==> src/rtl/water_pkg.sv <==
// water_pkg
//   Shared constants for the water-level blocks (level_alarm_ctrl, display,
//   led_matrix): alarm state codes, default thresholds and timing constants,
//   plus the threshold-only level classifier.
//   No ports.
package water_pkg;

   typedef enum logic [2:0] {
      ST_IDLE   = 3'd0,
      ST_NORMAL = 3'd1,
      ST_LOW    = 3'd2,
      ST_HIGH   = 3'd3,
      ST_OVER   = 3'd4,
      ST_FAULT  = 3'd5
   } state_e;

   localparam int unsigned DEF_TICK_DIV = 50000;
   localparam int unsigned DEF_LOW_TH   = 20;
   localparam int unsigned DEF_HIGH_TH  = 80;
   localparam int unsigned DEF_OVER_TH  = 95;
   localparam int unsigned DEF_HYST     = 3;
   localparam int unsigned DEF_DEB_MS   = 20;

   localparam logic [9:0] MS_LAST       = 10'd999;
   localparam logic [9:0] BEEP_LOW_MS   = 10'd100;
   localparam logic [9:0] BEEP_HIGH_MS  = 10'd500;
   localparam logic [9:0] ANIME_STEP1   = 10'd250;
   localparam logic [9:0] ANIME_STEP2   = 10'd500;
   localparam logic [9:0] ANIME_STEP3   = 10'd750;

   // Plain threshold classification, no hysteresis.
   function automatic state_e classify_raw(input logic [6:0] level,
                                           input logic [6:0] low_th,
                                           input logic [6:0] high_th,
                                           input logic [6:0] over_th);
      if (level < low_th)       return ST_LOW;
      else if (level < high_th) return ST_NORMAL;
      else if (level < over_th) return ST_HIGH;
      else                      return ST_OVER;
   endfunction

endpackage

==> src/rtl/btn_debounce.sv <==
// btn_debounce
//   Debounces a raw push button. The button must stay high for DEB_MS
//   consecutive ticks; then a single one-cycle press pulse is produced.
//   The button must drop low before another press can be produced.
// Ports:
//   clk     - system clock
//   rst     - synchronous active-high reset
//   tick    - one-cycle 1 ms strobe
//   btn_raw - raw, asynchronous button level
//   press   - one-cycle debounced press pulse
module btn_debounce
   import water_pkg::*;
#(
   parameter int unsigned DEB_MS = DEF_DEB_MS
) (
   input  logic clk,
   input  logic rst,
   input  logic tick,
   input  logic btn_raw,
   output logic press
);

   localparam int unsigned CW = (DEB_MS > 1) ? $clog2(DEB_MS + 1) : 1;

   logic [1:0]    sync_q;
   logic [CW-1:0] cnt_q;
   logic          press_q;

   always_ff @(posedge clk) begin
      if (rst) begin
         sync_q  <= '0;
         cnt_q   <= '0;
         press_q <= 1'b0;
      end else begin
         // two-flop synchroniser, the button is asynchronous to clk
         sync_q  <= {sync_q[0], btn_raw};
         press_q <= 1'b0;
         if (!sync_q[1]) begin
            cnt_q <= '0;
         end else if (tick && (cnt_q != CW'(DEB_MS))) begin
            // saturates at DEB_MS so a held button fires only once
            cnt_q <= cnt_q + CW'(1);
            if (cnt_q == CW'(DEB_MS - 1)) press_q <= 1'b1;
         end
      end
   end

   assign press = press_q;

endmodule

==> src/rtl/level_alarm_ctrl.sv <==
// level_alarm_ctrl
//   Water-level alarm controller. Converts BCD samples to a binary level,
//   classifies them into alarm states with hysteresis, and drives the beeper
//   pattern, mute flag and LED-matrix animation phase.
// Ports:
//   clk          - system clock
//   rst          - synchronous active-high reset
//   number[7:0]  - BCD sample, tens in [7:4], ones in [3:0]
//   number_valid - one-cycle strobe marking a new sample
//   btn0         - raw acknowledge/mute button
//   state[2:0]   - current alarm state code (water_pkg::state_e)
//   beep_en      - beeper enable
//   anime_state  - animation phase, advances every 250 ms in alarm states
//   muted        - alarm acknowledged
module level_alarm_ctrl
   import water_pkg::*;
#(
   parameter int unsigned TICK_DIV = DEF_TICK_DIV,
   parameter int unsigned LOW_TH   = DEF_LOW_TH,
   parameter int unsigned HIGH_TH  = DEF_HIGH_TH,
   parameter int unsigned OVER_TH  = DEF_OVER_TH,
   parameter int unsigned HYST     = DEF_HYST,
   parameter int unsigned DEB_MS   = DEF_DEB_MS
) (
   input  logic       clk,
   input  logic       rst,
   input  logic [7:0] number,
   input  logic       number_valid,
   input  logic       btn0,
   output logic [2:0] state,
   output logic       beep_en,
   output logic [1:0] anime_state,
   output logic       muted
);

   localparam int unsigned TW = (TICK_DIV > 1) ? $clog2(TICK_DIV) : 1;

   localparam logic [6:0] LOW_LV   = 7'(LOW_TH);
   localparam logic [6:0] HIGH_LV  = 7'(HIGH_TH);
   localparam logic [6:0] OVER_LV  = 7'(OVER_TH);
   localparam logic [6:0] LOW_REC  = 7'(LOW_TH + HYST);
   localparam logic [6:0] HIGH_DN  = 7'(HIGH_TH - HYST);
   localparam logic [6:0] OVER_DN  = 7'(OVER_TH - HYST);

   state_e        state_q, state_d, raw_class;
   logic [TW-1:0] tick_cnt_q;
   logic          tick;
   logic [6:0]    level_q;
   logic          sample_q;
   logic          bcd_err_q;
   logic [9:0]    ms_q;
   logic          muted_q;
   logic          press;
   logic          state_chg;
   logic          alarm_st;
   logic          pattern;

   // ---------------------------------------------------------------- timers
   assign tick = (tick_cnt_q == TW'(TICK_DIV - 1));

   always_ff @(posedge clk) begin
      if (rst) tick_cnt_q <= '0;
      else     tick_cnt_q <= tick ? '0 : tick_cnt_q + TW'(1);
   end

   // --------------------------------------------------------- sample capture
   // The level is registered on the strobe edge; classification happens on
   // the following edge from the registered copy.
   always_ff @(posedge clk) begin
      if (rst) begin
         level_q   <= '0;
         sample_q  <= 1'b0;
         bcd_err_q <= 1'b0;
      end else begin
         sample_q <= number_valid;
         if (number_valid) begin
            level_q   <= {3'b000, number[7:4]} * 7'd10 + {3'b000, number[3:0]};
            bcd_err_q <= (number[7:4] > 4'd9) || (number[3:0] > 4'd9);
         end
      end
   end

   // ------------------------------------------------------- FSM: state reg
   always_ff @(posedge clk) begin
      if (rst) state_q <= ST_IDLE;
      else     state_q <= state_d;
   end

   // ------------------------------------------------------ FSM: next state
   always_comb begin
      raw_class = classify_raw(level_q, LOW_LV, HIGH_LV, OVER_LV);
      state_d   = state_q;
      if (sample_q) begin
         if (bcd_err_q) begin
            state_d = ST_FAULT;
         end else begin
            unique case (state_q)
               ST_LOW: begin
                  if ((raw_class == ST_NORMAL) && (level_q < LOW_REC))
                     state_d = ST_LOW;
                  else
                     state_d = raw_class;
               end
               ST_HIGH: begin
                  if ((raw_class == ST_HIGH) || (raw_class == ST_OVER))
                     state_d = raw_class;
                  else if (level_q >= HIGH_DN)
                     state_d = ST_HIGH;
                  else
                     state_d = raw_class;
               end
               // leaving OVER still passes through the HIGH hysteresis band
               ST_OVER: begin
                  if (level_q >= OVER_DN)      state_d = ST_OVER;
                  else if (level_q >= HIGH_DN) state_d = ST_HIGH;
                  else                         state_d = raw_class;
               end
               default: state_d = raw_class;
            endcase
         end
      end
   end

   assign state_chg = (state_d != state_q);
   assign alarm_st  = (state_q == ST_LOW) || (state_q == ST_HIGH) ||
                      (state_q == ST_OVER);

   // ------------------------------------------------- ms counter and mute
   always_ff @(posedge clk) begin
      if (rst) begin
         ms_q    <= '0;
         muted_q <= 1'b0;
      end else begin
         if (state_chg)  ms_q <= '0;
         else if (tick)  ms_q <= (ms_q == MS_LAST) ? '0 : ms_q + 10'd1;

         // a state change clears mute even if a press lands on the same edge
         if (state_chg)                  muted_q <= 1'b0;
         else if (press && alarm_st)     muted_q <= 1'b1;
      end
   end

   btn_debounce #(
      .DEB_MS (DEB_MS)
   ) u_btn_debounce (
      .clk     (clk),
      .rst     (rst),
      .tick    (tick),
      .btn_raw (btn0),
      .press   (press)
   );

   // ---------------------------------------------------------- FSM: outputs
   always_comb begin
      pattern     = 1'b0;
      anime_state = 2'd0;
      unique case (state_q)
         ST_LOW:  pattern = (ms_q < BEEP_LOW_MS);
         ST_HIGH: pattern = (ms_q < BEEP_HIGH_MS);
         ST_OVER: pattern = 1'b1;
         default: pattern = 1'b0;
      endcase
      beep_en = (state_q == ST_OVER) ? pattern : (pattern & ~muted_q);
      // phase is ms/250, which steps at ms = 0, 250, 500, 750
      if (alarm_st) begin
         if (ms_q >= ANIME_STEP3)      anime_state = 2'd3;
         else if (ms_q >= ANIME_STEP2) anime_state = 2'd2;
         else if (ms_q >= ANIME_STEP1) anime_state = 2'd1;
         else                          anime_state = 2'd0;
      end
      state = state_q;
      muted = muted_q;
   end

endmodule

==> config.mk <==
export PLATFORM = sky130hd
export DESIGN_NAME = level_alarm_ctrl
export DESIGN_NICKNAME = d
export VERILOG_FILES = /design/src/rtl/water_pkg.sv /design/src/rtl/btn_debounce.sv /design/src/rtl/level_alarm_ctrl.sv
export SDC_FILE = /design/constraint.sdc
export NUM_CORES = 1
export LEC_CHECK = 0
export CAP_MARGIN = 10
export CORE_MARGIN = 8
export CORE_UTILIZATION = 45
export CTS_BUF_LIST = sky130_fd_sc_hd__clkbuf_2
export CTS_CLUSTER_DIAMETER = 30
export CTS_CLUSTER_SIZE = 20
export DETAILED_ROUTE_END_ITERATION = 16
export PLACE_DENSITY = 0.63
export SETUP_SLACK_MARGIN = 0.05
export SLEW_MARGIN = 15
export SYNTH_ARGS = -nofsm -noshare
export SYNTH_HDL_FRONTEND = slang
export SYNTH_SLANG_ARGS = --single-unit
==> constraint.sdc <==
create_clock -name clk -period 2.3 [get_ports clk]
set_input_delay 0.23 -clock clk [delete_from_list [all_inputs] [get_ports clk]]
set_output_delay 0.23 -clock clk [all_outputs]
set_load 0.03 [all_outputs]
Word-level counts from Yosys, hierarchy flattened
Index checks and enable logic that the tools add are counted.
- $add $sub $neg: 4
- multiply operators: 1
- order comparisons: 13
- eq/ne operators: 11
- multiplexer cells: 18
- bitwise gates (word level): 4
- reduce and logical (&&, ||, !) cells: 11
- operator list (kind ; count):
    2-to-1 mux 3 bit ; 9
    adder 16 x 1 -> 16 bit (second input constant) ; 1
    equality test 16 bit (second input constant) ; 1
    >= comparator 7 bit (second input constant) ; 2
    < comparator 7 x 5 -> 1 bit (second input constant) ; 2
    < comparator 7 bit (second input constant) ; 2
    adder 10 x 1 -> 10 bit (second input constant) ; 1
    equality test 10 bit (second input constant) ; 1
    >= comparator 10 bit (second input constant) ; 1
    >= comparator 10 x 8 -> 1 bit (second input constant) ; 1
    >= comparator 10 x 9 -> 1 bit (second input constant) ; 1
    < comparator 10 x 7 -> 1 bit (second input constant) ; 1
    < comparator 10 x 9 -> 1 bit (second input constant) ; 1
    2-to-1 mux 10 bit ; 1
    equality test 3 x 2 -> 1 bit (second input constant) ; 3
    case mux 3 bit (3 select lines) ; 1
    > comparator 4 bit (second input constant) ; 2
    adder 7 x 4 -> 7 bit ; 1
    equality test 3 bit (second input constant) ; 2
    multiplier 4 x 3 -> 6 bit (second input constant) ; 1
    2-to-1 mux 2 bit ; 3
    OR reduction 2 bit ; 3
    adder 5 x 1 -> 5 bit (second input constant) ; 1
    equality test 5 bit (second input constant) ; 1
    other kinds (10) ; 19
- register bits after elaboration: 47
- bits of input ports: 12
- output and inout bits: 7

Depth between registers and ports, before layout
- depth in word-level cells: 12
- mapped depth: 9

Cells and area by module
From an unflattened synthesis, not the netlist that was laid out.
- cells, all modules: 315
- area, all modules: 2643.8 um^2
- modules (own cells, without submodules) (module ; times used ; cells an instance ; area an instance (um^2) ; seq. area each (um^2)):
    level_alarm_ctrl ; 1 ; 276 ; 2288.4 ; 780.7
    btn_debounce ; 1 ; 39 ; 355.3 ; 160.2

Least setup slack after synthesis
OpenSTA, ideal clock, no wires.
- path kind: register to register
- start: register state_q[1] (netlist: state[1])
- end: register ms_q[0]
- setup time: 119 ps
- arrival time: 2387 ps
- path slack: -206 ps
- stages on the path, launching flop included: 8
- path buffers: 1
- period minus slack after synthesis: 2506 ps
- path through: dfxtp_1 > or4b_4 > or4b_1 > o211a_1 > o32a_1 > o221ai_1 > buf_4 > nor3_2
- longest elaborated chain between the ends: 6
- ends and longest elaborated chain (item ; line ; source):
    start: declaration ; level_alarm_ctrl.sv:45 ; state_e state_q, state_d, raw_class;
    start signal: assignment ; level_alarm_ctrl.sv:86 ; else state_q <= state_d;
    equality test 3 bit / equality test 3 x 2 -> 1 bit (equally long branches) ; level_alarm_ctrl.sv:97 ; unique case (state_q)
    case mux 3 bit (3 select lines) ; level_alarm_ctrl.sv:97 ;
    2-to-1 mux 3 bit ; level_alarm_ctrl.sv:94 ; if (bcd_err_q) begin
    2-to-1 mux 3 bit ; level_alarm_ctrl.sv:93 ; if (sample_q) begin
    inequality test 3 bit * ; level_alarm_ctrl.sv:124 ; assign state_chg = (state_d != state_q);
    OR reduction 2 bit (no source line) * ; n/a ;
    end signal: assignment ; level_alarm_ctrl.sv:135 ; else if (tick) ms_q <= (ms_q == MS_LAST) ? '0 : ms_q + 10'd1;
    end: declaration ; level_alarm_ctrl.sv:51 ; logic [9:0] ms_q;
Every way passes the cells marked *; elsewhere a longest branch is shown, timed or not.
A chain may end at the register's enable or synchronous reset.

Worst setup path in the final report
- start: register level_q[6]
- end: register ms_q[9]
- longest elaborated chain between the ends: 12
- ends and longest elaborated chain (item ; line ; source):
    start: declaration ; level_alarm_ctrl.sv:48 ; logic [6:0] level_q;
    start signal: assignment ; level_alarm_ctrl.sv:77 ; level_q <= {3'b000, number[7:4]} * 7'd10 + {3'b000, number[3:0]};
    < comparator 7 bit ; water_pkg.sv:38 ; else if (level < over_th) return ST_HIGH;
    2-to-1 mux 3 bit ; water_pkg.sv:38 ;
    2-to-1 mux 3 bit ; water_pkg.sv:37 ; else if (level < high_th) return ST_NORMAL;
    2-to-1 mux 3 bit ; water_pkg.sv:36 ; if (level < low_th) return ST_LOW;
    equality test 3 x 2 -> 1 bit (tied with other cells) ; level_alarm_ctrl.sv:105 ; if ((raw_class == ST_HIGH) || (raw_class == ST_OVER))
    logical OR 1 bit / logical AND 1 bit (equally long branches) ; level_alarm_ctrl.sv:105, level_alarm_ctrl.sv:99 ;
    2-to-1 mux 3 bit, on equally long branches ; level_alarm_ctrl.sv:105, level_alarm_ctrl.sv:99 ;
    case mux 3 bit (3 select lines) * ; level_alarm_ctrl.sv:97 ;
    2-to-1 mux 3 bit * ; level_alarm_ctrl.sv:94 ;
    2-to-1 mux 3 bit * ; level_alarm_ctrl.sv:93 ;
    inequality test 3 bit * ; level_alarm_ctrl.sv:124 ;
    OR reduction 2 bit (no source line) * ; n/a ;
Marked as above.

==> results.txt <==
- Dividing the detail-routed wire length by the instance count gives roughly 14 um.
- For the pin with the worst max-slew slack, the measured transition is around 570 ps.
- Most common library cell in the layout ignoring fill and taps: sky130_fd_sc_hd__dfxtp_1
- Number of unique standard cell types used by synthesis: 48
* Standard-cell row count: 28
- Gate power share: between 10% and 20%
- For this run, the post-layout net count is 361.
- Total power for the finished layout comes to between 1500 and 2000 uW.
* Final core area utilization: 53.2%
- Worst-skew pair later-pin latency: about 400 ps
- Final antenna diode count: 0
- In the synthesized netlist the async set-or-reset flop fraction comes to 0%.
* Setup skew after layout: between 8 and 9 ps
* Area of the mapped netlist: roughly 2700 um^2
- Number of flops mapped to enable cells by yosys: 0
* Sequential cell fraction of total power: 55.1%
- Peak Freq: 435 MHz
- Rel. slew slack: a little over 60%
- Final period util: 100%
- CTS Buffer Depth: 2
- Across the VDD grid, the largest voltage drop is between 0.2 and 0.3 mV.
* Largest net degree at the start of global routing: 16
- Crit Path Max Fanout: 7
* Most used cells in the layout excluding fill and tap cells: sky130_fd_sc_hd__dfxtp_1 (43), sky130_fd_sc_hd__nor2_1 (41), sky130_fd_sc_hd__nand2_1 (25)
- Count of maximum capacitance violations: 0
- Worst min path class: input port to flop
- Tot GR Track Use: 14.0%
- Leaving out filler cells and counting taps, the final layout contains 412.
* Total half-perimeter wirelength after legalization and detailed placement: approximately 4.3 mm
* Total vias in the final route: roughly 2200
- The smallest clock period supported by the final layout is computed as ~2300 ps.
* Instance count of the mapped netlist: between 300 and 400
- Status: finished with violations
* Fin. max-slew vios: 0
- Synthesis produced a netlist with a net count of around 340.
- Clock edge transition at the registers on the reported setup and hold paths: 220 ps
- After synthesis, flip-flops and latches occupy 35.4% of the total area.
- Cell area power density: 512 nW/um^2
- Number of levels in the clock H-tree: 2
- Cell family with most CP delay: simple AND/OR/NAND/NOR gates
- Number of global-route vias before repair: roughly 2200
- Number of placed instances with taps included: 403
- Root buf cell: sky130_fd_sc_hd__clkbuf_2
- The area growth from synthesis to layout is 16.5%.
* First-pass GRT wire length: roughly 10 mm
- The largest total area in the synthesized netlist belongs to sky130_fd_sc_hd__dfxtp_1.
- In this run the mean area of a mapped cell was roughly 8.5 um^2.
- Counting both buffers and inverters, the worst setup path holds a total of 1.
- STA classifies the critical path endpoint as a flop.
- Number of cells on the worst hold path: 2
* Die footprint: 8620 um^2
- Number of clock sinks: 47
- The Yosys step of the flow raised 0 warnings.
- The endpoint identified for the worst register-to-register timing path is ms_q[9].
- Cell count of the worst reg-to-reg path: 7
* Reg-to-reg startpoint: level_q[6]
- Initial antenna violation count: 0
- Count of final hold-check violations: 0
- Port buffering added 18 buffers.
- Number of hold buffers added after CTS: 0
- Setup violations remaining at the end of the flow were counted as 3.
- Top-area cell type share of the netlist area: between 30% and 40%
- In the final layout, the share of cells above drive strength 1 is roughly 14%.
* Unrepaired setup endpoints after global routing: true
* Initial core utilization: between 40% and 50%
* Number of buffers added by the clock tree synthesis step: 5
- Die Span X: 92.9 um
* Leakage power figure: 0.00114 uW
- For this block, the routed nets add up to 5.70 mm of wire.
- DRC violation total after the first TritonRoute iteration: about 120
- The final reports fail on setup timing.
* Int Pwr: 1160 uW
- Leading cell types by total area after synthesis: sky130_fd_sc_hd__dfxtp_1 (35%), sky130_fd_sc_hd__nor2_1 (5.9%), sky130_fd_sc_hd__ha_1 (5.2%)
* Placeable core region: between 5000 and 6000 um^2
* Final critical-path setup slack: -1.37 ps
- Number of detailed-route iterations in the first pass: 4
- The most used flip-flop cell after synthesis is sky130_fd_sc_hd__dfxtp_1.
- After detailed routing, the number of remaining DRC violations is 0.
- The total overflow left after global routing is 0.
- STA classifies the critical path startpoint as a flop.
* Clock tree from TritonCTS: done
* Setup CP Type: flop to flop
- Post-DRT Antenna Nets: 0
- In this run the most critical hold path is launched from btn0.
* Register bit total from synthesis: between 40 and 50
- Data arrives at the worst endpoint at 2650 ps.
- Die span in y: about 93 um
* Vias per Instance: 5.44
* List of cells traversed by the critical path: or4b_4, or4b_1, o211a_1, o32a_1, a32o_2, buf_12, nor3_2
- In this run the power spent charging and discharging nets is 429 uW.
- The largest individual stage delay along the critical path comes from the cell sky130_fd_sc_hd__or4b_4.
* Switching power share of the total: a little over a quarter
* Critical Path Max Stage Delay: about 520 ps
* Worst reg-to-reg setup slack: -1 ps
- Pin placement for this block handled 19 I/O pins.
- Share of power burned in the clock network: a little over a quarter
* Routability cong.: 0.887
- For hold timing, the worst endpoint is u_btn_debounce.sync_q[0].
* Critical Path RT: between 2000 and 3000 ps
==> power by group through the flow <==
stage,clock (uW),sequential (uW),combinational (uW)
2_1_floorplan,0,880,196
3_3_place_gp,0,889,273
3_5_place_dp,0,889,279
4_1_cts,446,873,280
5_1_grt,488,878,315
6_report,431,874,282
==> logic make-up after synthesis <==
logic type      count (synthesis)  share of synthesized area, %
mux                             7                          2.64
compound gates                 49                          12.9
flops                          47                          35.4
fa+ha+maj                      13                          6.69
simple gates                  136                          27.7
buf+inv                        29                          4.80
xor+xnor                       30                          9.89
==> area by class of cell <==
class | instances | area [um^2]
inverter | 13 | 48.8
tap | 75 | 93.8
timing repair buffer | 34 | 320
multi-input combinational | 235 | 1620
sequential | 47 | 948
fill | 588 | 2720
clock inverter | 3 | 38.8
clock buffer | 5 | 25.0
==> registers in the layout (all words and copies together) (netlist names) <==
| register | cells |
|---|---|
| u_btn_debounce.sync_q | 2 |
| u_btn_debounce.press | 1 |
| bcd_err_q | 1 |
| ms_q | 10 |
| muted | 1 |
| level_q | 7 |
| u_btn_debounce.cnt_q | 5 |
| sample_q | 1 |
| tick_cnt_q | 16 |
| state | 3 |
==> routing by layer <==
metal | vias to the layer above | GRT usage [%] | routed length [um] | share of wire, %
met5 | - | 0 | 0 | 0
met4 | 0 | 5.91 | 132 | 2.3
met3 | 10 | 2.59 | 154 | 2.7
met2 | 44 | 24.5 | 2800 | 49
met1 | 1049 | 16.3 | 2610 | 46
li1 | 1138 | - | - | -
==> per-stage QoR <==
| step | hold WS [ps] | instance area [um^2] | TNS (ps) | worst slack (ps) |
|---|---|---|---|---|
| finish | 357 | 3100 | -2.42 | -1.37 |
| global route | 308 | 3100 | -751 | -87.4 |
| detailed placement | 433 | 3000 | 0 | 5.25 |
| CTS | 350 | 3070 | -45.2 | -12.5 |
| floorplan | 358 | 2670 | 0 | 55.4 |
| global placement | 428 | 3000 | 0 | 37.0 |
==> how the worst max path moves through the flow <==
stage / from / endpoint / slack [ps] / cells after the start
5_1_grt: ms_q[5] / anime_state[1] / -90 / 5
2_1_floorplan: level_q[6] / muted / 60 / 8
3_5_place_dp: state[1] / ms_q[1] / 5 / 6
6_report: level_q[6] / ms_q[9] / -1 / 7
4_1_cts: level_q[6] / ms_q[9] / -10 / 7
3_3_place_gp: state[1] / ms_q[1] / 40 / 7
==> cell usage after synthesis (all sizes together) (3+ instances only) <==
library cell  instances
ha                   11
mux2i                 7
xor2                 15
nor3                 16
a211oi                4
o22ai                 3
o211a                 3
and3                  4
xnor2                15
o211ai                3
or3                   4
dfxtp                47
buf                   3
nor2                 42
nand3                 8
nand2                25
o21ai                 6
inv                  13
o21a                  3
nand2b                7
nand4                10
clkbuf               13
nor2b                 8
a21oi                11
==> what timing repair did <==
| item | in CTS | in global routing |
|---|---|---|
| buffers inserted | 0 | 1 |
| hold endpoints to repair | 0 | 0 |
| pin swaps | 1 | 2 |
| gates resized for setup | 9 | 10 |
| setup endpoints to repair | 14 | 14 |
No activity file was read; power rests on OpenSTA's default activity.
